## config.mk

```make
export PLATFORM = sky130hd
export DESIGN_NAME = clk_edge_monitor
export DESIGN_NICKNAME = d
export VERILOG_FILES = /design/src/rtl/clk_mon_pkg.sv /design/src/rtl/sync_ff.sv /design/src/rtl/clk_edge_monitor.sv
export SDC_FILE = /design/constraint.sdc
export NUM_CORES = 1
export LEC_CHECK = 0
export ABC_AREA = 1
export CAP_MARGIN = 10
export CORE_MARGIN = 4
export CORE_UTILIZATION = 42
export DETAILED_ROUTE_END_ITERATION = 16
export DONT_BUFFER_PORTS = 1
export GPL_TIMING_DRIVEN = 0
export HOLD_SLACK_MARGIN = 0.15
export PLACE_DENSITY = 0.56
export SLEW_MARGIN = 15
export SYNTH_ARGS = -nofsm -noshare
export SYNTH_HDL_FRONTEND = slang
export SYNTH_SLANG_ARGS = --single-unit
```

## constraint.sdc

```tcl
create_clock -name clk_in -period 2.5 [get_ports clk_in]
set_clock_uncertainty 0.05 [all_clocks]
set_input_delay 0.375 -clock clk_in [delete_from_list [all_inputs] [get_ports clk_in]]
set_output_delay 0.375 -clock clk_in [all_outputs]
set_load 0.01 [all_outputs]
```

## src/rtl/clk_mon_pkg.sv

```systemverilog
// Shared definitions for the clock edge monitor: FSM state encoding and
// synchronizer depth limit.
package clk_mon_pkg;

   typedef enum logic [1:0] {
      ST_IDLE    = 2'b00,
      ST_ARMED   = 2'b01,
      ST_LOCKED  = 2'b10,
      ST_STALLED = 2'b11
   } mon_state_t;

   localparam int unsigned MAX_SYNC_STAGES = 4;

endpackage

```

## src/rtl/sync_ff.sv

```systemverilog
// Multi-flop synchronizer bringing an asynchronous level into the clk_in
// domain; every stage resets to 0.
module sync_ff
   import clk_mon_pkg::*;
#(
   parameter int unsigned STAGES = 2
) (
   input  logic clk_in,
   input  logic rst_in,
   input  logic d,
   output logic q
);

   // Depth is kept inside the supported window so a bad override cannot
   // produce a zero-width or oversized chain.
   localparam int unsigned N = (STAGES < 2) ? 2 :
                               ((STAGES > MAX_SYNC_STAGES) ? MAX_SYNC_STAGES : STAGES);

   logic [N-1:0] sync_r;

   // Shift chain, input enters at bit 0.
   always_ff @(posedge clk_in) begin
      if (rst_in) begin
         sync_r <= '0;
      end else begin
         sync_r <= {sync_r[N-2:0], d};
      end
   end

   assign q = sync_r[N-1];

endmodule

```

## src/rtl/clk_edge_monitor.sv

```systemverilog
// Measures period and high time of a slow asynchronous signal in clk_in
// cycles and flags when its rising edges stop arriving.
module clk_edge_monitor
   import clk_mon_pkg::*;
#(
   parameter int unsigned SYNC_STAGES = 2,
   parameter int unsigned CNT_WIDTH   = 16,
   parameter int unsigned TIMEOUT     = 1000
) (
   input  logic                 clk_in,
   input  logic                 rst_in,
   input  logic                 sig_in,
   output logic                 rise_pulse,
   output logic                 fall_pulse,
   output logic [CNT_WIDTH-1:0] period,
   output logic [CNT_WIDTH-1:0] high_time,
   output logic                 period_valid,
   output logic                 stalled
);

   localparam logic [CNT_WIDTH-1:0] CNT_MAX   = '1;
   localparam logic [CNT_WIDTH-1:0] TIMEOUT_C = CNT_WIDTH'(TIMEOUT);
   localparam logic [CNT_WIDTH-1:0] CNT_ONE   = CNT_WIDTH'(1);

   function automatic logic [CNT_WIDTH-1:0] sat_inc(input logic [CNT_WIDTH-1:0] v);
      return (v == CNT_MAX) ? v : v + CNT_ONE;
   endfunction

   logic                 sync_s;
   logic                 hist_r;
   logic                 rise_r;
   logic                 fall_r;
   logic [CNT_WIDTH-1:0] cnt_r;
   logic [CNT_WIDTH-1:0] high_r;
   logic [CNT_WIDTH-1:0] period_r;
   logic [CNT_WIDTH-1:0] high_time_r;
   logic                 valid_r;
   logic                 stalled_r;
   logic                 timeout_s;
   mon_state_t           state_r;
   mon_state_t           state_s;

   sync_ff #(
      .STAGES (SYNC_STAGES)
   ) u_sync (
      .clk_in (clk_in),
      .rst_in (rst_in),
      .d      (sig_in),
      .q      (sync_s)
   );

   // Edge detection; hist_r is the pulse-aligned level of the monitored signal.
   always_ff @(posedge clk_in) begin
      if (rst_in) begin
         hist_r <= 1'b0;
         rise_r <= 1'b0;
         fall_r <= 1'b0;
      end else begin
         hist_r <= sync_s;
         rise_r <= sync_s & ~hist_r;
         fall_r <= ~sync_s & hist_r;
      end
   end

   // Cycle and high-level counters restart on each rising edge; the high
   // count starts at 1 because the rise cycle itself is a high cycle.
   always_ff @(posedge clk_in) begin
      if (rst_in) begin
         cnt_r  <= '0;
         high_r <= '0;
      end else if (rise_r) begin
         cnt_r  <= '0;
         high_r <= CNT_ONE;
      end else begin
         cnt_r  <= sat_inc(cnt_r);
         high_r <= hist_r ? sat_inc(high_r) : high_r;
      end
   end

   // Capture a measurement only when a previous rise opened the window.
   always_ff @(posedge clk_in) begin
      if (rst_in) begin
         period_r    <= '0;
         high_time_r <= '0;
      end else if (rise_r && ((state_r == ST_ARMED) || (state_r == ST_LOCKED))) begin
         period_r    <= sat_inc(cnt_r);
         high_time_r <= high_r;
      end else begin
         period_r    <= period_r;
         high_time_r <= high_time_r;
      end
   end

   assign timeout_s = (cnt_r == TIMEOUT_C);

   // Next-state logic; a rise always takes priority over the timeout.
   always_comb begin
      state_s = state_r;
      case (state_r)
         ST_IDLE: begin
            if (rise_r)         state_s = ST_ARMED;
            else if (timeout_s) state_s = ST_STALLED;
            else                state_s = ST_IDLE;
         end
         ST_ARMED: begin
            if (rise_r)         state_s = ST_LOCKED;
            else if (timeout_s) state_s = ST_STALLED;
            else                state_s = ST_ARMED;
         end
         ST_LOCKED: begin
            if (rise_r)         state_s = ST_LOCKED;
            else if (timeout_s) state_s = ST_STALLED;
            else                state_s = ST_LOCKED;
         end
         ST_STALLED: begin
            if (rise_r) state_s = ST_ARMED;
            else        state_s = ST_STALLED;
         end
         default: state_s = ST_IDLE;
      endcase
   end

   // State register with status flags registered from the next state.
   always_ff @(posedge clk_in) begin
      if (rst_in) begin
         state_r   <= ST_IDLE;
         valid_r   <= 1'b0;
         stalled_r <= 1'b0;
      end else begin
         state_r   <= state_s;
         valid_r   <= (state_s == ST_LOCKED);
         stalled_r <= (state_s == ST_STALLED);
      end
   end

   assign rise_pulse   = rise_r;
   assign fall_pulse   = fall_r;
   assign period       = period_r;
   assign high_time    = high_time_r;
   assign period_valid = valid_r;
   assign stalled      = stalled_r;

endmodule
```

Yosys cells after proc, flatten, opt, wreduce, memory -nomap -nowiden
Cells that the tools add are included.
- bits in registers: 73
- input port bits: 3
- add/subtract/negate cells: 2
- equality and inequality tests: 9
- muxes and demuxes: 12
- bitwise gates (word level): 5
- reduce and logical (&&, ||, !) cells: 7
- operators by type and width (cell ; number):
    16-bit by 1-bit adder with 16-bit output, second input constant ; 2
    16-bit == test, second input constant ; 2
    16-bit by 10-bit == test with 1-bit output, second input constant ; 1
    16-bit 2-to-1 mux ; 1
    2-bit 2-to-1 mux ; 5
    2-bit == test, second input constant ; 4
    2-bit one-hot mux with 4 select lines ; 1
    1-bit 2-to-1 mux ; 5
    2-bit AND reduction ; 2
    1-bit inverter ; 3
    1-bit bitwise AND ; 2
    2-bit by 1-bit == test with 1-bit output, second input constant ; 1
    2-bit logical NOT ; 1
    2-bit inequality test, second input constant ; 1
    2-bit nonzero test ; 1
    2-bit OR reduction ; 1
    1-bit logical AND ; 1
    1-bit logical OR ; 1

Longest topological paths before layout
Gate-level depths: netlist (run 1).
- depth after elaboration: 5
- gate-level depth with buffers: 10
- gate-level depth less buffers: 10

Modules after synthesis
A second synthesis (run 1) with hierarchy kept.
- cells, all modules: 481
- area, all modules: 3473.3 µm²
- by module, submodules not included (module ; times used ; cells each ; area an instance (µm²)):
    clk_edge_monitor ; 1 ; 475 ; 3418.3
    sync_ff ; 1 ; 6 ; 55.1

Worst setup path after synthesis (run 1)
OpenSTA, ideal clock, no wires.
- path kind: reg-to-reg
- from: register state_r[0]
- to: register high_time_r[0], in the netlist high_time[0]
- library setup time: 0.128 ns
- data arrival time: 1.472 ns
- required time: 2.322 ns
- path slack: 0.850 ns
- stages on the path, launching flop included: 8
- period minus slack after synthesis: 1.650 ns
- cells stage by stage: dfxtp_1 -> inv_1 -> ha_1 -> nand2_1 -> clkinv_1 -> clkbuf_1 -> o21ai_0 -> a21oi_1
- cells in the longest elaborated chain, start to end: 3
- RTL lines (element ; line ; source):
    from (decl) ; clk_edge_monitor.sv:40 ; mon_state_t state_r;
    from (signal assigned) ; clk_edge_monitor.sv:130 ; state_r <= state_s;
    2-bit by 1-bit == test with 1-bit output / 2-bit == test (equally long branches) ; clk_edge_monitor.sv:85 ; end else if (rise_r && ((state_r == ST_ARMED) || (state_r == ST_LOCKED))) begin
    1-bit logical OR * ; clk_edge_monitor.sv:85 ;
    1-bit logical AND * ; clk_edge_monitor.sv:85 ;
    to (signal assigned) ; clk_edge_monitor.sv:87 ; high_time_r <= high_r;
    to (signal assigned) ; clk_edge_monitor.sv:90 ; high_time_r <= high_time_r;
    to (decl) ; clk_edge_monitor.sv:36 ; logic [CNT_WIDTH-1:0] high_time_r;
Mark *: on every way between the ends. The rest lies on a longest branch, timed or not.
A chain may end at the register's enable or synchronous reset.

Final worst setup path (run 1)
- from: register state_r[0]
- to: register high_time_r[14], in the netlist high_time[14]
The elaborated chain is that of the path after synthesis.

==> out/results.txt, run 1 <==
Worst vdd ir -> 282 µV
Latest clock arrival within the worst-skew pair -> 350 ps
Cells after DPL -> 583
Final setup fails -> 0
Reg2reg start -> state_r[0]
Mean Syn Cell Area -> 6.94 µm²
Pwr dens -> 610 nW/µm²
Post-route antenna net violation count -> 0
Worst min-delay path class -> primary input to flip-flop
Post-synth cell types -> 28
Grt met2 use -> 30.8%
Met3 Use GR -> 4.67%
Drt initial violations -> 82
Die X -> 97.2 µm
Leak -> 0.00150 µW
Vias in the first global route -> 2838
M1 GR Usage -> 22.1%
Max_cap viols -> 0
Worst slew pin tran -> 588 ps
CTS tree -> built
Final hold vios -> 0
Highest Clock Rate -> 467 MHz
Critical path origin -> state_r[0]
Hold path start -> rst_in
Max-slew violations -> 0
Seq/Total Area, Yosys -> 43.8%
Largest net degree at the start of global routing -> 15
Initial Util -> 43.2%
Commonest cells after routing, fill and taps aside -> nand2_1, nor2_1, dfxtp_1, inv_1, o21ai_0
Antenna cells -> 0
Setup bufs post-CTS -> 0
Area Overhead vs Synth -> 9.71%
Unrepaired setup endpoints after global routing -> no
Die area -> 9440 µm²
CP Max Fanout -> 10
Drt drc -> 0
Data required, critical path -> 2670 ps
RePlAce Congestion -> 0.876
DIE HEIGHT -> 97.2 µm
Detailed-route wire length per cell -> 13.3 µm
Yosys Warn Count -> 0
Clock sink count -> 73
Via count -> 2939
Global-route wire length before repair -> 13800 µm
HPWL after DPL -> 6000 µm
Mapped Area -> 3340 µm²
Worst hold slack -> 197 ps
Yosys reg bits -> 73
Startpoint types -> flip-flop
Initial antenna violation count -> 0
Filler cell count -> 814
Mapped Cells -> 481
Setup CP Type -> flip-flop to flip-flop
Crit path DAT -> 2310 ps
Post-CTS Resized -> 0
Final wirelength -> 8000 µm
Final net count -> 503
Area of the core -> 7730 µm²
Share of cells above drive strength 1 -> 5.82%
Clock-pin slew on the worst setup and hold paths -> 80 ps
Nature of the critical path endpoint -> flip-flop
Cts hold-fix bufs -> 1
Status -> finished, final reports clean
Final min period -> 2140 ps
CTS HTree Levels -> 3
TritonCTS Buffers -> 9
Finished Layout Cells -> 600
Gr usage total -> 17.9%
Root buf cell -> clkbuf_8
Tcrit/Tclk final -> 85.6%
DR pass1 iterations -> 4
Slew headroom -> 60.8%
PortBufs -> 0
Busiest layer in global routing -> met2
Max clock buf depth -> 2
GRT Residual Overflow -> 0
IO Pins -> 39
Rows -> 32
Syn_nets -> 491
Most common cell after layout, fill and taps aside -> nand2_1
DR vias/cell -> 4.90
Final total negative setup slack -> 0 ps
## stage by stage
step                      worst slack [ps]  util, %  cell area (µm²)  total power, µW
final                                  360     47.4             3660             2230
after global routing                  84.4     47.4             3660             2350
after CTS                              380     47.4             3660             2270
after detailed placement               405     44.9             3470             1390
after global placement                 372     44.9             3470             1380
after floorplan                        850        -             3340             1350
## final cells by class
class	count	area (µm²)	area share, %
inverter	58	219	5.98
clock buffer	10	138	3.76
multi-input combinational	337	1600	43.7
tap	102	128	3.48
buffer	13	57.6	1.57
sequential	73	1460	39.9
clock inverter	6	48.8	1.33
timing repair buffer	1	10.0	0.273
## routing by layer
layer / share of wire, % / vias to the layer above
li1: - / 1546
met1: 46 / 1334
met2: 48 / 49
met3: 4.9 / 10
met4: 1.3 / 0
met5: 0 / -
## cell families after synthesis
family / after synthesis / synth area share (%)
AO/OA/AOI/OAI: 79 / 12.4
AND/OR/NAND/NOR: 240 / 30.0
buffers and inverters: 71 / 8.28
adder cells (fa/ha/maj): 7 / 2.62
XOR/XNOR: 11 / 2.89
flip-flops: 73 / 43.8
## report_power, final
group	switching, µW	internal, µW	total (µW)
Clock	476	396	872
Sequential	32.0	1190	1220
Combinational	88.9	46.9	136
## final timing paths
kind	slack, ps	endpoint	depth (start not counted)
max	360	high_time[14]	7
min	200	cnt_r[9]	3
max reg2reg	360	high_time[14]	7
min reg2reg	360	u_sync.sync_r[1]	2
## registers in the layout (all words and copies together), names as in the netlist
name           cells
hist_r             1
state_r            2
period            16
period_valid       1
high_r            16
stalled            1
high_time         16
cnt_r             16
u_sync.sync_r      2
fall_pulse         1
rise_pulse         1
## cells in the mapped netlist
cell | number | share of area (%)
o21ai_0 | 37 | 5.5
a31oi_1 | 1 | 0.19
a21o_1 | 3 | 0.67
clkbuf_1 | 11 | 1.2
nand4_1 | 8 | 1.5
nand3_1 | 20 | 3.0
nand3b_1 | 2 | 0.45
clkinv_2 | 1 | 0.15
nor2_2 | 3 | 0.56
buf_6 | 1 | 0.34
nand2_2 | 1 | 0.19
dfxtp_1 | 73 | 44
ha_1 | 7 | 2.6
a211oi_1 | 1 | 0.22
nor2_1 | 86 | 9.7
inv_1 | 56 | 6.3
o21ai_1 | 1 | 0.15
nor3_1 | 4 | 0.60
a21oi_2 | 2 | 0.52
a21oi_1 | 34 | 5.1
or2_0 | 2 | 0.37
xnor2_1 | 3 | 0.79
clkinv_1 | 1 | 0.11
nand2_1 | 110 | 12
xor2_1 | 8 | 2.1
buf_2 | 1 | 0.15
nor3_2 | 1 | 0.30
nor2_4 | 3 | 1.0
## critical path: stages, from the launching register on
cell      delay [ps]
dfxtp_1          360
inv_1             70
ha_1             280
nand2_1          290
clkinv_1         340
clkbuf_1         310
o21ai_0          240
a21oi_1           60
(Power assumes the default switching activity.)
==> run 2, diff against run 1 <==
- CTS_CLUSTER_DIAMETER: unset -> 60
==> results of run 2 <==
No change in the layout: final DEF, timing and power equal those of run 1.
==> run 3, diff against run 2 <==
- GPL_TIMING_DRIVEN: 0 -> unset
- clock period: 2.5 -> 2.51 ns (I/O delays scaled with it)
==> out/results.txt, run 3 (synthesized netlist as in run 1, its figures left out) <==
Status -> finished, final reports clean
Nature of the critical path endpoint -> flip-flop
Most common cell after layout, fill and taps aside -> nand2_1
PortBufs -> 0
Final net count -> 495
Final min period -> 1880 ps
Worst slew pin tran -> 838 ps
Worst setup margin -> 630 ps
DIE HEIGHT -> 97.2 µm
Final hold vios -> 0
Drt drc -> 0
Max_cap viols -> 0
GRT Residual Overflow -> 0
Highest Clock Rate -> 532 MHz
Die X -> 97.2 µm
RePlAce Congestion -> 0.885
Global-route wire length before repair -> 13100 µm
Share of cells above drive strength 1 -> 5.93%
Area Overhead vs Synth -> 11.7%
Final setup fails -> 0
Drt initial violations -> 101
Setup CP Type -> flip-flop to flip-flop
Setup bufs post-CTS -> 0
Slew headroom -> 44.0%
IO Pins -> 39
Crit path DAT -> 2010 ps
Final total negative setup slack -> 0 ps
Data required, critical path -> 2640 ps
Vias in the first global route -> 2740
Startpoint types -> flip-flop
Leak -> 0.00154 µW
HPWL after DPL -> 5650 µm
Post-route antenna net violation count -> 0
Gr usage total -> 17.0%
Commonest cells after routing, fill and taps aside -> nand2_1, nor2_1, dfxtp_1, inv_1, o21ai_0
Max clock buf depth -> 2
Final wirelength -> 7710 µm
Clock-pin slew on the worst setup and hold paths -> 80 ps
Area of the core -> 7730 µm²
Antenna cells -> 0
Rows -> 32
Worst min-delay path class -> primary input to flip-flop
TritonCTS Buffers -> 9
Initial Util -> 43.2%
Max-slew violations -> 0
CP Max Fanout -> 16
Worst hold slack -> 179 ps
Detailed-route wire length per cell -> 13.0 µm
Latest clock arrival within the worst-skew pair -> 340 ps
DR vias/cell -> 4.85
Place WS -> 638 ps
Largest net degree at the start of global routing -> 51
DR pass1 iterations -> 4
Unrepaired setup endpoints after global routing -> no
Tcrit/Tclk final -> 74.9%
Worst vdd ir -> 325 µV
Via count -> 2864
CTS tree -> built
Clock sink count -> 73
Die area -> 9440 µm²
Root buf cell -> clkbuf_8
CTS HTree Levels -> 3
Initial antenna violation count -> 0
Pwr dens -> 684 nW/µm²
==> run 3: cell count changes in the layout (fill, tap and decap cells not counted) <==
cell / previous run / this run
clkbuf_1: 11 / 1
buf_4: 0 / 3
clkbuf_8: 10 / 9
bufinv_16: 0 / 4
buf_6: 1 / 0
buf_12: 0 / 1
inv_6: 2 / 0
clkinvlp_4: 3 / 0
dlygate4sd3_1: 1 / 2
buf_2: 1 / 0
==> run 3: path summary, 6_finish.rpt <==
kind	start	to	slack, ps	cells after the start
max	high_r[0]	high_r[14]	630	9
min	rst_in	stalled	180	3
max reg2reg	high_r[0]	high_r[14]	630	9
min reg2reg	u_sync.sync_r[0]	u_sync.sync_r[1]	340	2
==> run 3: power by group <==
group | leakage (µW) | internal, µW | switching [µW] | total (µW)
registers | 0.000590 | 1190 | 31.0 | 1220
clock network | 0.000127 | 758 | 436 | 1190
logic | 0.000822 | 48.5 | 87.7 | 136
==> run 3: final cells by class <==
type | instances | area (µm²)
Fill cell | 809 | 4000
Clock inverter | 5 | 129
Tap cell | 102 | 128
Sequential cell | 73 | 1460
Inverter | 58 | 219
Timing Repair Buffer | 6 | 62.6
Multi-Input combinational cell | 337 | 1600
Clock buffer | 10 | 128
==> run 3: metal layers <==
metal,share of wire (%),GRT usage [%],vias up,wire length (µm)
met5,0,0,-,0
met1,47,21.5,1288,3610
met2,47,27.7,42,3630
met4,1.7,5.72,0,130
li1,-,-,1524,-
met3,4.5,4.81,10,344
==> run 3: through the flow <==
step / utilization [%] / total power [µW] / instance area, µm² / std cells
after floorplan: - / 1350 / 3340 / 481
after global placement: 44.7 / 1380 / 3450 / 574
after detailed placement: 44.7 / 1380 / 3450 / 574
after CTS: 48.2 / 2580 / 3730 / 591
after global routing: 48.2 / 2660 / 3730 / 591
final: 48.2 / 2550 / 3730 / 591
==> run 3: worst max-delay path, cell delays in order (launching register included) <==
cell and delay (ps):
dfxtp_1 380, ha_1 260, inv_1 90, nor2_2 60
nand2_2 100, nor2_4 50, nor2_4 290, clkinv_2 260
nand2_1 110, a21oi_1 60
==> run 3: timing repair <==
action | in CTS | in global routing
hold buffers | 2 | 0
gates resized for setup | 0 | 0
endpoints found under the setup margin | 0 | 0
endpoints found under the hold margin | 9 | 0
